<file path="src/rtl/hilotof_dut_regif_pkg.sv">
// Shared definitions for the host-to-DUT register interface.
// Contents:
//   op_t            command opcodes carried in header bits [31:30]
//   state_t         decoder FSM states (also exported on the debug port)
//   A_STATUS/A_USER/A_ID  special read-only addresses
//   HDR_* fields    header bit positions
//   status_word()   packs the STATUS register layout
//   ack_word()      builds the optional write-acknowledge response
package hilotof_dut_regif_pkg;

    typedef enum logic [1:0] {
        OP_NOP   = 2'b00,
        OP_WRITE = 2'b01,
        OP_READ  = 2'b10,
        OP_ECHO  = 2'b11
    } op_t;

    typedef enum logic {
        S_IDLE  = 1'b0,
        S_WDATA = 1'b1
    } state_t;

    localparam logic [5:0] A_STATUS = 6'h3D;
    localparam logic [5:0] A_USER   = 6'h3E;
    localparam logic [5:0] A_ID     = 6'h3F;

    localparam int HDR_OP_MSB   = 31;
    localparam int HDR_OP_LSB   = 30;
    localparam int HDR_ADDR_MSB = 29;
    localparam int HDR_ADDR_LSB = 24;

    function automatic logic [31:0] status_word(input logic       overflow,
                                                input logic       unmapped,
                                                input logic [7:0] err_cnt);
        return {overflow, unmapped, 22'h0, err_cnt};
    endfunction

    function automatic logic [31:0] ack_word(input logic [5:0] addr);
        return {2'b01, addr, 24'h0};
    endfunction

endpackage

</file>
<file path="src/rtl/hilotof_sync_fifo.sv">
// Single-clock first-word-fall-through FIFO for response words.
// Ports:
//   clock, reset_n         clock and asynchronous active-low reset
//   push, push_data        write request; accepted when not full, or when full
//                          and a pop happens on the same edge
//   pop                    read request; ignored while empty
//   pop_data               head word (zero while empty)
//   full, empty, count     occupancy status
// Handshake: a word leaves on an edge where pop is high and empty is low; the
// head word and empty stay stable until that happens.
module hilotof_sync_fifo #(
    parameter int WIDTH = 32,
    parameter int DEPTH = 8,
    localparam int AW   = $clog2(DEPTH)
) (
    input  logic             clock,
    input  logic             reset_n,
    input  logic             push,
    input  logic [WIDTH-1:0] push_data,
    input  logic             pop,
    output logic [WIDTH-1:0] pop_data,
    output logic             full,
    output logic             empty,
    output logic [AW:0]      count
);

    logic [WIDTH-1:0] mem [DEPTH];
    logic [AW-1:0]    wr_ptr;
    logic [AW-1:0]    rd_ptr;
    logic             push_ok;
    logic             pop_ok;

    assign full  = (count == (AW+1)'(DEPTH));
    assign empty = (count == '0);

    // A pop on the same edge frees the slot a full-FIFO push needs.
    assign pop_ok  = pop && !empty;
    assign push_ok = push && (!full || pop_ok);

    assign pop_data = empty ? '0 : mem[rd_ptr];

    always_ff @(posedge clock) begin
        if (push_ok) begin
            mem[wr_ptr] <= push_data;
        end
    end

    // Pointers wrap naturally at DEPTH (power of two); count tells full from empty.
    always_ff @(posedge clock or negedge reset_n) begin
        if (!reset_n) begin
            wr_ptr <= '0;
            rd_ptr <= '0;
            count  <= '0;
        end else begin
            if (push_ok) begin
                wr_ptr <= wr_ptr + 1'b1;
            end
            if (pop_ok) begin
                rd_ptr <= rd_ptr + 1'b1;
            end
            if (push_ok && !pop_ok) begin
                count <= count + 1'b1;
            end else if (pop_ok && !push_ok) begin
                count <= count - 1'b1;
            end
        end
    end

endmodule

</file>
<file path="src/rtl/hilotof_dut_regif.sv">
// DUT-side responder for the host-to-DUT 32-bit word stream.
// Decodes command headers from din into register writes, reads and echoes,
// and returns responses through a FIFO on dout.
// Ports:
//   clock, reset_n        clock and asynchronous active-low reset
//   din_valid, din        command/data word; always consumed when valid
//   dout_ready            host accepts dout this cycle
//   dout_valid, dout      response word
//   reg_out               flat register bank, reg k at [32k+31:32k]
//   user_in               live value returned by a read of A_USER
//   dbg_state             decoder FSM state
//   dbg_count             response FIFO occupancy
// dout handshake: dout_valid is high whenever a response is queued and does
// not depend on dout_ready; a word transfers on an edge with dout_valid and
// dout_ready both high; dout and dout_valid hold while dout_ready is low.
module hilotof_dut_regif
    import hilotof_dut_regif_pkg::*;
#(
    parameter int          NUM_REGS   = 8,
    parameter int          RESP_DEPTH = 8,
    parameter int          WRITE_ACK  = 0,
    parameter logic [31:0] ID_VALUE   = 32'h484C_5446
) (
    input  logic                           clock,
    input  logic                           reset_n,
    input  logic                           din_valid,
    input  logic [31:0]                    din,
    input  logic                           dout_ready,
    output logic                           dout_valid,
    output logic [31:0]                    dout,
    output logic [NUM_REGS*32-1:0]         reg_out,
    input  logic [31:0]                    user_in,
    output state_t                         dbg_state,
    output logic [$clog2(RESP_DEPTH):0]    dbg_count
);

    localparam logic [6:0] NUM_REGS_C = 7'(NUM_REGS);

    state_t                 state_q;
    state_t                 state_d;
    logic [5:0]             addr_q;
    logic [NUM_REGS*32-1:0] regs_q;
    logic                   overflow_q;
    logic                   unmapped_q;
    logic [7:0]             err_cnt_q;

    op_t                    hdr_op;
    logic [5:0]             hdr_addr;
    logic [31:0]            rd_data;
    logic                   rd_unmapped;
    logic                   wr_mapped;

    logic                   latch_addr;
    logic                   wr_en;
    logic                   set_unmapped;
    logic                   push;
    logic [31:0]            push_data;
    logic                   fifo_full;
    logic                   fifo_empty;
    logic                   drop;

    assign hdr_op    = op_t'(din[HDR_OP_MSB:HDR_OP_LSB]);
    assign hdr_addr  = din[HDR_ADDR_MSB:HDR_ADDR_LSB];
    assign wr_mapped = ({1'b0, addr_q} < NUM_REGS_C);

    // Read mux, driven from the header address on din.
    always_comb begin
        rd_data     = '0;
        rd_unmapped = 1'b0;
        if ({1'b0, hdr_addr} < NUM_REGS_C) begin
            for (int k = 0; k < NUM_REGS; k++) begin
                if (hdr_addr == 6'(k)) begin
                    rd_data = regs_q[32*k +: 32];
                end
            end
        end else begin
            case (hdr_addr)
                A_STATUS: rd_data = status_word(overflow_q, unmapped_q, err_cnt_q);
                A_USER:   rd_data = user_in;
                A_ID:     rd_data = ID_VALUE;
                default:  rd_unmapped = 1'b1;
            endcase
        end
    end

    // Decoder FSM: next state and per-word actions.
    always_comb begin
        state_d      = state_q;
        latch_addr   = 1'b0;
        wr_en        = 1'b0;
        set_unmapped = 1'b0;
        push         = 1'b0;
        push_data    = '0;
        case (state_q)
            S_IDLE: begin
                if (din_valid) begin
                    case (hdr_op)
                        OP_WRITE: begin
                            latch_addr = 1'b1;
                            state_d    = S_WDATA;
                        end
                        OP_READ: begin
                            push         = 1'b1;
                            push_data    = rd_data;
                            set_unmapped = rd_unmapped;
                        end
                        OP_ECHO: begin
                            push      = 1'b1;
                            push_data = din;
                        end
                        default: ;
                    endcase
                end
            end
            S_WDATA: begin
                // No timeout: stays here until the data word arrives.
                if (din_valid) begin
                    if (wr_mapped) begin
                        wr_en = 1'b1;
                    end else begin
                        set_unmapped = 1'b1;
                    end
                    if (WRITE_ACK != 0) begin
                        push      = 1'b1;
                        push_data = ack_word(addr_q);
                    end
                    state_d = S_IDLE;
                end
            end
            default: state_d = S_IDLE;
        endcase
    end

    always_ff @(posedge clock or negedge reset_n) begin
        if (!reset_n) begin
            state_q <= S_IDLE;
        end else begin
            state_q <= state_d;
        end
    end

    always_ff @(posedge clock or negedge reset_n) begin
        if (!reset_n) begin
            addr_q <= '0;
        end else if (latch_addr) begin
            addr_q <= hdr_addr;
        end
    end

    always_ff @(posedge clock or negedge reset_n) begin
        if (!reset_n) begin
            regs_q <= '0;
        end else begin
            for (int k = 0; k < NUM_REGS; k++) begin
                if (wr_en && (addr_q == 6'(k))) begin
                    regs_q[32*k +: 32] <= din;
                end
            end
        end
    end

    // A push is lost only when the FIFO is full and nothing leaves this edge.
    assign drop = push && fifo_full && !dout_ready;

    always_ff @(posedge clock or negedge reset_n) begin
        if (!reset_n) begin
            overflow_q <= 1'b0;
            unmapped_q <= 1'b0;
            err_cnt_q  <= '0;
        end else begin
            if (drop) begin
                overflow_q <= 1'b1;
                if (err_cnt_q != 8'hFF) begin
                    err_cnt_q <= err_cnt_q + 8'd1;
                end
            end
            if (set_unmapped) begin
                unmapped_q <= 1'b1;
            end
        end
    end

    hilotof_sync_fifo #(
        .WIDTH (32),
        .DEPTH (RESP_DEPTH)
    ) u_resp_fifo (
        .clock     (clock),
        .reset_n   (reset_n),
        .push      (push),
        .push_data (push_data),
        .pop       (dout_ready),
        .pop_data  (dout),
        .full      (fifo_full),
        .empty     (fifo_empty),
        .count     (dbg_count)
    );

    assign dout_valid = !fifo_empty;
    assign reg_out    = regs_q;
    assign dbg_state  = state_q;

endmodule
</file>
<file path="config.mk">
export PLATFORM = sky130hd
export DESIGN_NAME = hilotof_dut_regif
export DESIGN_NICKNAME = d
export VERILOG_FILES = /design/src/rtl/hilotof_dut_regif_pkg.sv /design/src/rtl/hilotof_sync_fifo.sv /design/src/rtl/hilotof_dut_regif.sv
export SDC_FILE = /design/constraint.sdc
export NUM_CORES = 1
export LEC_CHECK = 0
export CAP_MARGIN = 20
export CORE_UTILIZATION = 56
export CTS_BUF_LIST = sky130_fd_sc_hd__clkbuf_4 sky130_fd_sc_hd__clkbuf_8
export CTS_CLUSTER_DIAMETER = 150
export DETAILED_ROUTE_END_ITERATION = 10
export HOLD_SLACK_MARGIN = 0.05
export PLACE_DENSITY = 0.82
export SLEW_MARGIN = 20
export SYNTH_ARGS = -nofsm -noshare
export SYNTH_HDL_FRONTEND = slang
export SYNTH_SLANG_ARGS = --single-unit
</file>
<file path="constraint.sdc">
create_clock -name clock -period 4.2 [get_ports clock]
set_input_delay 0.84 -clock clock [delete_from_list [all_inputs] [get_ports clock]]
set_output_delay 0.84 -clock clock [all_outputs]
set_load 0.05 [all_outputs]
</file>
==> results of run 1 <==
[report_power, final]
part           switching, mW  internal (mW)
Clock                   2.08           2.41
Combinational           4.01           2.46
Sequential             0.602           6.10
Total                   6.70           11.0
[state kept, by name (all words and copies together), names as in the netlist]
register,count
u_resp_fifo.rd_ptr,3
overflow_q,1
u_resp_fifo.wr_ptr,3
addr_q,6
dbg_state,1
unmapped_q,1
err_cnt_q,8
u_resp_fifo.count,4
u_resp_fifo.mem,256
reg_out,256
[cell families after synthesis]
family | synth area share
AO/OA/AOI/OAI | 0.0746
AND/OR/NAND/NOR | 0.0430
XOR/XNOR | 0.00554
buffers and inverters | 0.0251
adder cells (fa/ha/maj) | 0.00401
flip-flops | 0.623
multiplexers | 0.224
[final timing paths]
check	startpoint	to	slack, ns	depth (start not counted)
worst max-delay path	u_resp_fifo.rd_ptr[0]	dout[29]	0.16	5
worst min-delay path	reset_n	reg_out[4]	0.22	1
worst max register to register	u_resp_fifo.count[0]	u_resp_fifo.count[3]	1.28	12
worst min register to register	unmapped_q	unmapped_q	0.46	1
max in group asynchronous	reset_n	u_resp_fifo.rd_ptr[0]	3.03	2
min in group clock	unmapped_q	unmapped_q	0.46	1
[layout by cell type, fill, tap and decap left out, types with 8 or more instances in the layout]
cell	count
sky130_fd_sc_hd__a21o_1	11
sky130_fd_sc_hd__a21oi_1	70
sky130_fd_sc_hd__a221o_1	21
sky130_fd_sc_hd__a221oi_1	18
sky130_fd_sc_hd__a22oi_1	10
sky130_fd_sc_hd__buf_12	18
sky130_fd_sc_hd__buf_4	70
sky130_fd_sc_hd__clkbuf_4	36
sky130_fd_sc_hd__clkbuf_8	96
sky130_fd_sc_hd__clkdlybuf4s50_1	357
sky130_fd_sc_hd__clkinv_1	8
sky130_fd_sc_hd__dfrtp_1	280
sky130_fd_sc_hd__diode_2	9
sky130_fd_sc_hd__edfxtp_1	256
sky130_fd_sc_hd__inv_1	11
sky130_fd_sc_hd__mux2_1	8
sky130_fd_sc_hd__mux2_2	266
sky130_fd_sc_hd__mux2i_1	68
sky130_fd_sc_hd__mux4_2	69
sky130_fd_sc_hd__nand2_1	46
sky130_fd_sc_hd__nand2b_1	13
sky130_fd_sc_hd__nand3_1	9
sky130_fd_sc_hd__nor2_1	83
sky130_fd_sc_hd__o2111ai_1	17
sky130_fd_sc_hd__o211ai_1	12
sky130_fd_sc_hd__o21ai_0	38
sky130_fd_sc_hd__o22ai_1	10
sky130_fd_sc_hd__xnor2_1	12
[worst reg2reg max path: stages (launching register included)]
cell and delay, ns:
sky130_fd_sc_hd__dfrtp_1 0.47, sky130_fd_sc_hd__nor4_2 0.30, sky130_fd_sc_hd__buf_4 0.36, sky130_fd_sc_hd__inv_1 0.16, sky130_fd_sc_hd__nand2_1 0.23, sky130_fd_sc_hd__ha_1 0.24, sky130_fd_sc_hd__inv_1 0.10, sky130_fd_sc_hd__ha_1 0.27
sky130_fd_sc_hd__a21o_1 0.17, sky130_fd_sc_hd__a21oi_1 0.16, sky130_fd_sc_hd__xnor2_1 0.14, sky130_fd_sc_hd__nor2_1 0.07, sky130_fd_sc_hd__xor2_1 0.14
[cell type report]
| class | instances | share of cell area |
|---|---|---|
| multi-input combinational | 899 | 0.281 |
| sequential | 539 | 0.490 |
| timing repair buffer | 447 | 0.149 |
| clock buffer | 132 | 0.0528 |
| antenna | 9 | 0.000747 |
| clock inverter | 17 | 0.00353 |
| inverter | 12 | 0.00149 |
| tap | 532 | 0.0221 |
[repair_timing]
| item | in CTS | in global routing |
|---|---|---|
| endpoints found under the setup margin | 10 | 0 |
| buffers inserted | 1 | 0 |
| hold endpoints to repair | 0 | 0 |
[layer usage]
| layer | part of all wire | global-route usage | vias up |
|---|---|---|---|
| met4 | 0.053 | 0.184 | 6 |
| met3 | 0.11 | 0.104 | 283 |
| met1 | 0.37 | 0.459 | 8541 |
| li1 | - | - | 6914 |
| met2 | 0.46 | 0.552 | 1172 |
| met5 | 0.00044 | 0 | - |
[cell usage after synthesis (3+ instances only)]
library cell / n / area share
sky130_fd_sc_hd__dfrtp_1: 283 / 0.30
sky130_fd_sc_hd__mux2_2: 266 / 0.13
sky130_fd_sc_hd__edfxtp_1: 256 / 0.32
sky130_fd_sc_hd__nor2_1: 90 / 0.014
sky130_fd_sc_hd__a21oi_1: 70 / 0.015
sky130_fd_sc_hd__mux4_2: 69 / 0.066
sky130_fd_sc_hd__mux2i_1: 68 / 0.029
sky130_fd_sc_hd__clkbuf_1: 51 / 0.0081
sky130_fd_sc_hd__nand2_1: 48 / 0.0076
sky130_fd_sc_hd__buf_2: 41 / 0.0087
sky130_fd_sc_hd__o21ai_0: 38 / 0.0080
sky130_fd_sc_hd__buf_1: 27 / 0.0043
sky130_fd_sc_hd__a221o_1: 21 / 0.0089
sky130_fd_sc_hd__a221oi_1: 18 / 0.0067
sky130_fd_sc_hd__o2111ai_1: 17 / 0.0063
sky130_fd_sc_hd__nand2b_1: 13 / 0.0034
sky130_fd_sc_hd__o211ai_1: 12 / 0.0038
sky130_fd_sc_hd__xnor2_1: 12 / 0.0044
sky130_fd_sc_hd__a21o_1: 11 / 0.0035
sky130_fd_sc_hd__inv_1: 11 / 0.0017
sky130_fd_sc_hd__a22oi_1: 10 / 0.0032
sky130_fd_sc_hd__nand3_1: 10 / 0.0021
sky130_fd_sc_hd__o22ai_1: 10 / 0.0026
sky130_fd_sc_hd__mux2_1: 8 / 0.0038
sky130_fd_sc_hd__a211oi_1: 7 / 0.0022
sky130_fd_sc_hd__nor3_1: 7 / 0.0015
sky130_fd_sc_hd__a211o_1: 6 / 0.0022
sky130_fd_sc_hd__ha_1: 6 / 0.0032
sky130_fd_sc_hd__nand4_1: 6 / 0.0016
sky130_fd_sc_hd__nor2b_1: 6 / 0.0016
sky130_fd_sc_hd__o21ai_1: 6 / 0.0013
sky130_fd_sc_hd__a22o_1: 5 / 0.0018
sky130_fd_sc_hd__nand3b_1: 5 / 0.0016
sky130_fd_sc_hd__a2111oi_0: 4 / 0.0015
sky130_fd_sc_hd__and2_1: 4 / 0.0011
sky130_fd_sc_hd__buf_4: 4 / 0.0013
sky130_fd_sc_hd__nor3_2: 4 / 0.0017
sky130_fd_sc_hd__and3_1: 3 / 0.00079
sky130_fd_sc_hd__xor2_1: 3 / 0.0011
[metrics by stage]
stage               area, um^2  power [mW]  worst slack, ns  std cells
global placement         28400        13.1            0.521       2428
global route             30100        18.2           0.0380       2582
floorplan                23700        10.8            0.800       1575
detailed placement       28400        13.2            0.433       2428
CTS                      30100        17.7            0.108       2578
finish                   30100        17.7            0.164       2587
==> impl_results.md, run 1 <==
- Status: complete, no violations
- Initial Utilization: 0.574
- EDFF count, synth: 256
- Total routed wirelength: 76.7 mm
- CP Cell Sequence: buf_4 > mux4_2 > mux2i_1 > nor2_1 > clkdlybuf4s50_1
- Antenna violations before repair: 11
- Number of standard cells after synthesis: 1575
- Total number of H-tree levels: 3
- Count of final hold-check violations: 0
- X dimension of the die: 208 um
- Tmin final: 4.04 ns
- Startpoint kind of the worst setup timing path: register
- Count of filler cells inserted in the layout: 2649
- Cell at the slowest stage of the critical path: sky130_fd_sc_hd__clkdlybuf4s50_1
- Final design utilization: 0.730
- Power per unit of standard cell area: 586 nW/um^2
- Worst-path maximum fanout: 18
- First DRT Iteration DRCs: about 1800
- Total of max-cap violations: 0
- Hold WS: about 0.22 ns
- Max transition margin: 0.202
- Dominant register cell in the synthesized netlist: sky130_fd_sc_hd__dfrtp_1
- Detailed-routing iteration count for the pre-antenna-repair pass: 7
- Worst VDD drop: 0.351 mV
- GPL Wtd Cong: about 0.95
- Setup total negative slack: 0 ns
- Number of buffers added by the clock tree synthesis step: 86
- Global-route wire length before repair: between 100 and 150 mm
- Routed length per placed instance: roughly 30 um
- Worst setup path class: register to output port
- #FFs+latches synth: 539
- Core area: 41300 um^2
- Vertical extent of the die: 208 um
- Post-CTS Hold Fix Bufs: 0
- Residual DRC count: 0
- Number of I/O port buffers: 361
- Largest net degree at the start of global routing: 109
- Share of synthesized area occupied by flip-flops and latches: 0.623
- I/O pin count: around 360
- Layout-stage area growth over the synthesis result: 27.2%
- Net count of the mapped netlist: approximately 1700
- GRT overflow: 0
- Post-DP HPWL: roughly 52 mm
- Number of nets in the finished design: roughly 2100
- Share of layout cells above drive strength 1: 0.295
- Total area of multi-input combinational cells: 8460 um^2
- Family of cells with the greatest summed delay on the critical path: buffers and inverters
- Mean instance size in the synthesized netlist: 15.0 um^2
- Seq. cell area: 14800 um^2
- Period utilisation layout: 0.961
- Data required time of the worst path: 3.36 ns
- Maximum number of buffers from clock root to sink: 3
- Clock tree sinks: 539
- Worst Setup End Kind: output port
- Endpoints failing setup: 0
- Peak clock frequency supported by timing: 248 MHz
- Final count of pins violating max slew: 0
- Clock-pin slew reported for the worst setup and hold paths after clock tree synthesis: 0.05 ns
- Total standard cell area after synthesis: ~24000 um^2
- Clock insertion delay at the later pin of the skew report: 0.68 ns
- Die footprint: 43100 um^2
- Ys async rst share: 0.525
- Remaining antenna violation count: 0
- Pleak: 12.3 nW
- Count of unique library cells instantiated by Yosys: 69
- Post-cts sizing count: 0
- TritonCTS clock tree: yes
- Root buffer cell: sky130_fd_sc_hd__clkbuf_8
- Synth Warn #: 0
- Routed vias: 16900
- Skew final: 0.0304 ns
- Overall global routing resource usage: 0.356
- Worst path bufs/invs: 2
- Unrepaired setup endpoints after global routing: no
- Actual transition at the worst max-transition pin: around 1.2 ns
- Avg Vias per Cell: 6.54
- Vias in the first global route: 17300
- Delay of the slowest cell on the worst path: 0.71 ns
- Arrival time worst endpoint: 3.20 ns
- Class of the tightest hold or removal check: input pin to asynchronous set/reset pin
- Num rows: 74
Power figures use the tool's default switching activity.
==> run 2, diff against run 1 <==
--- a/config.mk
+++ b/config.mk
@@ -6,12 +6,12 @@
 export NUM_CORES = 1
 export LEC_CHECK = 0
 export CAP_MARGIN = 20
-export CORE_UTILIZATION = 56
+export CORE_UTILIZATION = 60
 export CTS_BUF_LIST = sky130_fd_sc_hd__clkbuf_4 sky130_fd_sc_hd__clkbuf_8
 export CTS_CLUSTER_DIAMETER = 150
 export DETAILED_ROUTE_END_ITERATION = 10
 export HOLD_SLACK_MARGIN = 0.05
-export PLACE_DENSITY = 0.82
+export PLACE_DENSITY = 0.87
 export SLEW_MARGIN = 20
 export SYNTH_ARGS = -nofsm -noshare
 export SYNTH_HDL_FRONTEND = slang
==> constraint.sdc (replaced) <==
create_clock -name clock -period 5 [get_ports clock]
set_input_delay 1 -clock clock [delete_from_list [all_inputs] [get_ports clock]]
set_output_delay 1 -clock clock [all_outputs]
set_load 0.05 [all_outputs]
==> run 2 against run 1 <==
  * Critical path depth is the same
  * Largest power group unchanged
  * Critical path type unchanged
  * Clock skew down 0.0082 ns
  * Setup slack gained 0.41 ns
==> impl_results.md, run 2 (synthesis results as in run 1) <==
- Peak clock frequency supported by timing: 226 MHz
- Period utilisation layout: 0.885
- Clock tree sinks: 539 (unchanged)
- Delay of the slowest cell on the worst path: 0.81 ns (+0.10 ns)
- GRT overflow: 0 (unchanged)
- Residual DRC count: 0 (unchanged)
- CP Cell Sequence: buf_12 > mux4_2 > mux2i_1 > nor2_1 > clkdlybuf4s50_1
- Share of layout cells above drive strength 1: 0.285 (-0.00950)
- Num rows: 72 (-2.7%)
- Commonest non-fill, non-tap cells in the layout: sky130_fd_sc_hd__clkdlybuf4s50_1 (357), sky130_fd_sc_hd__dfrtp_1 (280), sky130_fd_sc_hd__mux2_2 (266), sky130_fd_sc_hd__edfxtp_1 (256), sky130_fd_sc_hd__clkbuf_8 (98)
- Pleak: 12.1 nW (-1.4%)
- Total of max-cap violations: 0 (unchanged)
- Startpoint kind of the worst setup timing path: register
- Post-cts sizing count: 0 (unchanged)
- Post-CTS Hold Fix Bufs: 0 (unchanged)
- Family of cells with the greatest summed delay on the critical path: buffers and inverters
- Vertical extent of the die: 201 um (-3.4%)
- TritonCTS clock tree: yes
- Placed cell count: 2386 (-1.7%)
- Actual transition at the worst max-transition pin: 1.25 ns (+0.0591 ns)
- First DRT Iteration DRCs: 1813 (-1.9%)
- Cell at the slowest stage of the critical path: sky130_fd_sc_hd__dfrtp_4
- Switching part of the total power: 0.376 (-0.00288)
- Avg Vias per Cell: 6.64 (+1.5%)
- Worst-case reg-to-reg path depth: 6 (-6)
- Initial Utilization: 0.610 (+0.0365)
- Unrepaired setup endpoints after global routing: no
- Total routed wirelength: 74.4 mm (-3.1%)
- Routed vias: 16800 (-0.54%)
- Endpoints failing setup: 0 (unchanged)
- Skew final: 0.0222 ns (-0.00820 ns)
- Worst VDD drop: 0.373 mV (+6.1%)
- Post-CTS Setup Bufs: 0 (-1)
- Detailed-routing iteration count for the pre-antenna-repair pass: 6 (-1)
- Root buffer cell: sky130_fd_sc_hd__clkbuf_8
- Clock insertion delay at the later pin of the skew report: 0.66 ns (-0.02 ns)
- Overall Power: 14.7 mW (-17%)
- Power per unit of standard cell area: 496 nW/um^2 (-15%)
- Worst setup path class: register to output port
- Layout-stage area growth over the synthesis result: 25.4%
- Core area: 38800 um^2 (-6.0%)
- Worst-path maximum fanout: 38 (+20)
- Antenna violations before repair: 4 (-7)
- Overall global routing resource usage: 0.372 (+0.0162)
- Number of buffers added by the clock tree synthesis step: 83 (-3.5%)
- Max transition margin: 0.164 (-0.0372)
- Most common cell after layout, fill and taps aside: sky130_fd_sc_hd__clkdlybuf4s50_1
- Fraction of met3 tracks used by global routing: 0.110 (+0.00597)
- X dimension of the die: 201 um (-3.4%)
- Worst path bufs/invs: 2 (unchanged)
- GPL Wtd Cong: 0.979 (+2.9%)
- Internal power consumption: 9.20 mW (-16%)
- Number of I/O port buffers: 361 (unchanged)
- Arrival time worst endpoint: 3.42 ns (+0.22 ns)
- Number of nets in the finished design: 2028 (-1.6%)
- Tmin final: ~4.4 ns
- Global routing usage on met1: 0.472 (+0.0133)
- Global-route wire length before repair: 111 mm (-1.5%)
- Remaining antenna violation count: 0 (unchanged)
- Class of the tightest hold or removal check: input pin to asynchronous set/reset pin
- Count of final hold-check violations: 0 (unchanged)
- Stages on worst setup path: 5 (unchanged)
- Post-DP HPWL: 50.1 mm (-3.9%)
- Maximum number of buffers from clock root to sink: 3 (unchanged)
- Routed length per placed instance: 29.3 um (-1.1%)
- Die footprint: 40300 um^2 (-6.6%)
- Combinational cell fraction of total power: 0.357 (-0.009)
- I/O pin count: 362 (unchanged)
- Proportion of power drawn by the clock network: 0.256 (+0.002)
- Data required time of the worst path: 4.00 ns (+0.64 ns)
- Total number of H-tree levels: 3 (unchanged)
- Final count of pins violating max slew: 0 (unchanged)
- Register share of total power: 0.386 (+0.007)
- Switching power: 5.55 mW (-17%)
- Largest net degree at the start of global routing: 115 (+5.5%)
- Status: complete, no violations
- Setup total negative slack: 0 ns (unchanged)
- Met2 usage in global routing: 0.581 (+0.0297)
- Vias in the first global route: 17300 (-0.041%)
- Filler-free cell count of the finished design: 2535 (-2.0%)
- Worst Setup End Kind: output port
- Clock-pin slew reported for the worst setup and hold paths after clock tree synthesis: 0.06 ns (about the same)
- Most Used Layer, Global Route: met2
==> run 2: power by group through the flow <==
stage               clock network [mW]  registers [mW]  logic [mW]
floorplan                            0            6.49        2.61
global route                      4.00            5.75        5.49
detailed placement                   0            5.77        5.26
CTS                               3.80            5.69        5.29
global placement                     0            5.73        5.19
finish                            3.78            5.70        5.27
==> run 2: worst paths after layout <==
kind / from / endpoint / slack, ns
worst min-delay path: reset_n / reg_out[24] / 0.42
min in group clock: unmapped_q / unmapped_q / 0.47
worst max-delay path: u_resp_fifo.rd_ptr[0] / dout[3] / 0.58
worst max register to register: dbg_state / u_resp_fifo.mem[4][16] / 1.67
worst min register to register: unmapped_q / unmapped_q / 0.47
max in group asynchronous: reset_n / reg_out[105] / 3.29
==> run 2: routing by layer <==
| layer | up-vias | share of wire | wire length (um) |
|---|---|---|---|
| li1 | 6820 | - | - |
| met1 | 8524 | 0.36 | 26800 |
| met2 | 1193 | 0.47 | 34800 |
| met3 | 281 | 0.11 | 8460 |
| met4 | 6 | 0.057 | 4270 |
| met5 | - | 0.00056 | 42 |
==> run 2: metrics by stage <==
stage	instance area, um^2	util	setup WS, ns	hold slack (ns)
3_5_place_dp	28000	0.720	0.662	0.450
4_1_cts	29700	0.765	0.467	0.457
6_report	29700	0.765	0.576	0.422
3_3_place_gp	28000	0.720	0.776	0.449
2_1_floorplan	23700	-	0.586	0.423
5_1_grt	29700	0.765	0.379	0.494
==> run 2: area by class of cell <==
cell class,instances,area (um^2)
multi-input combinational,899,8440
sequential,539,14800
fill,2258,9120
antenna,1,2.50
clock buffer,130,1590
inverter,12,45.0
tap,518,648
clock inverter,18,130
timing repair buffer,418,4070
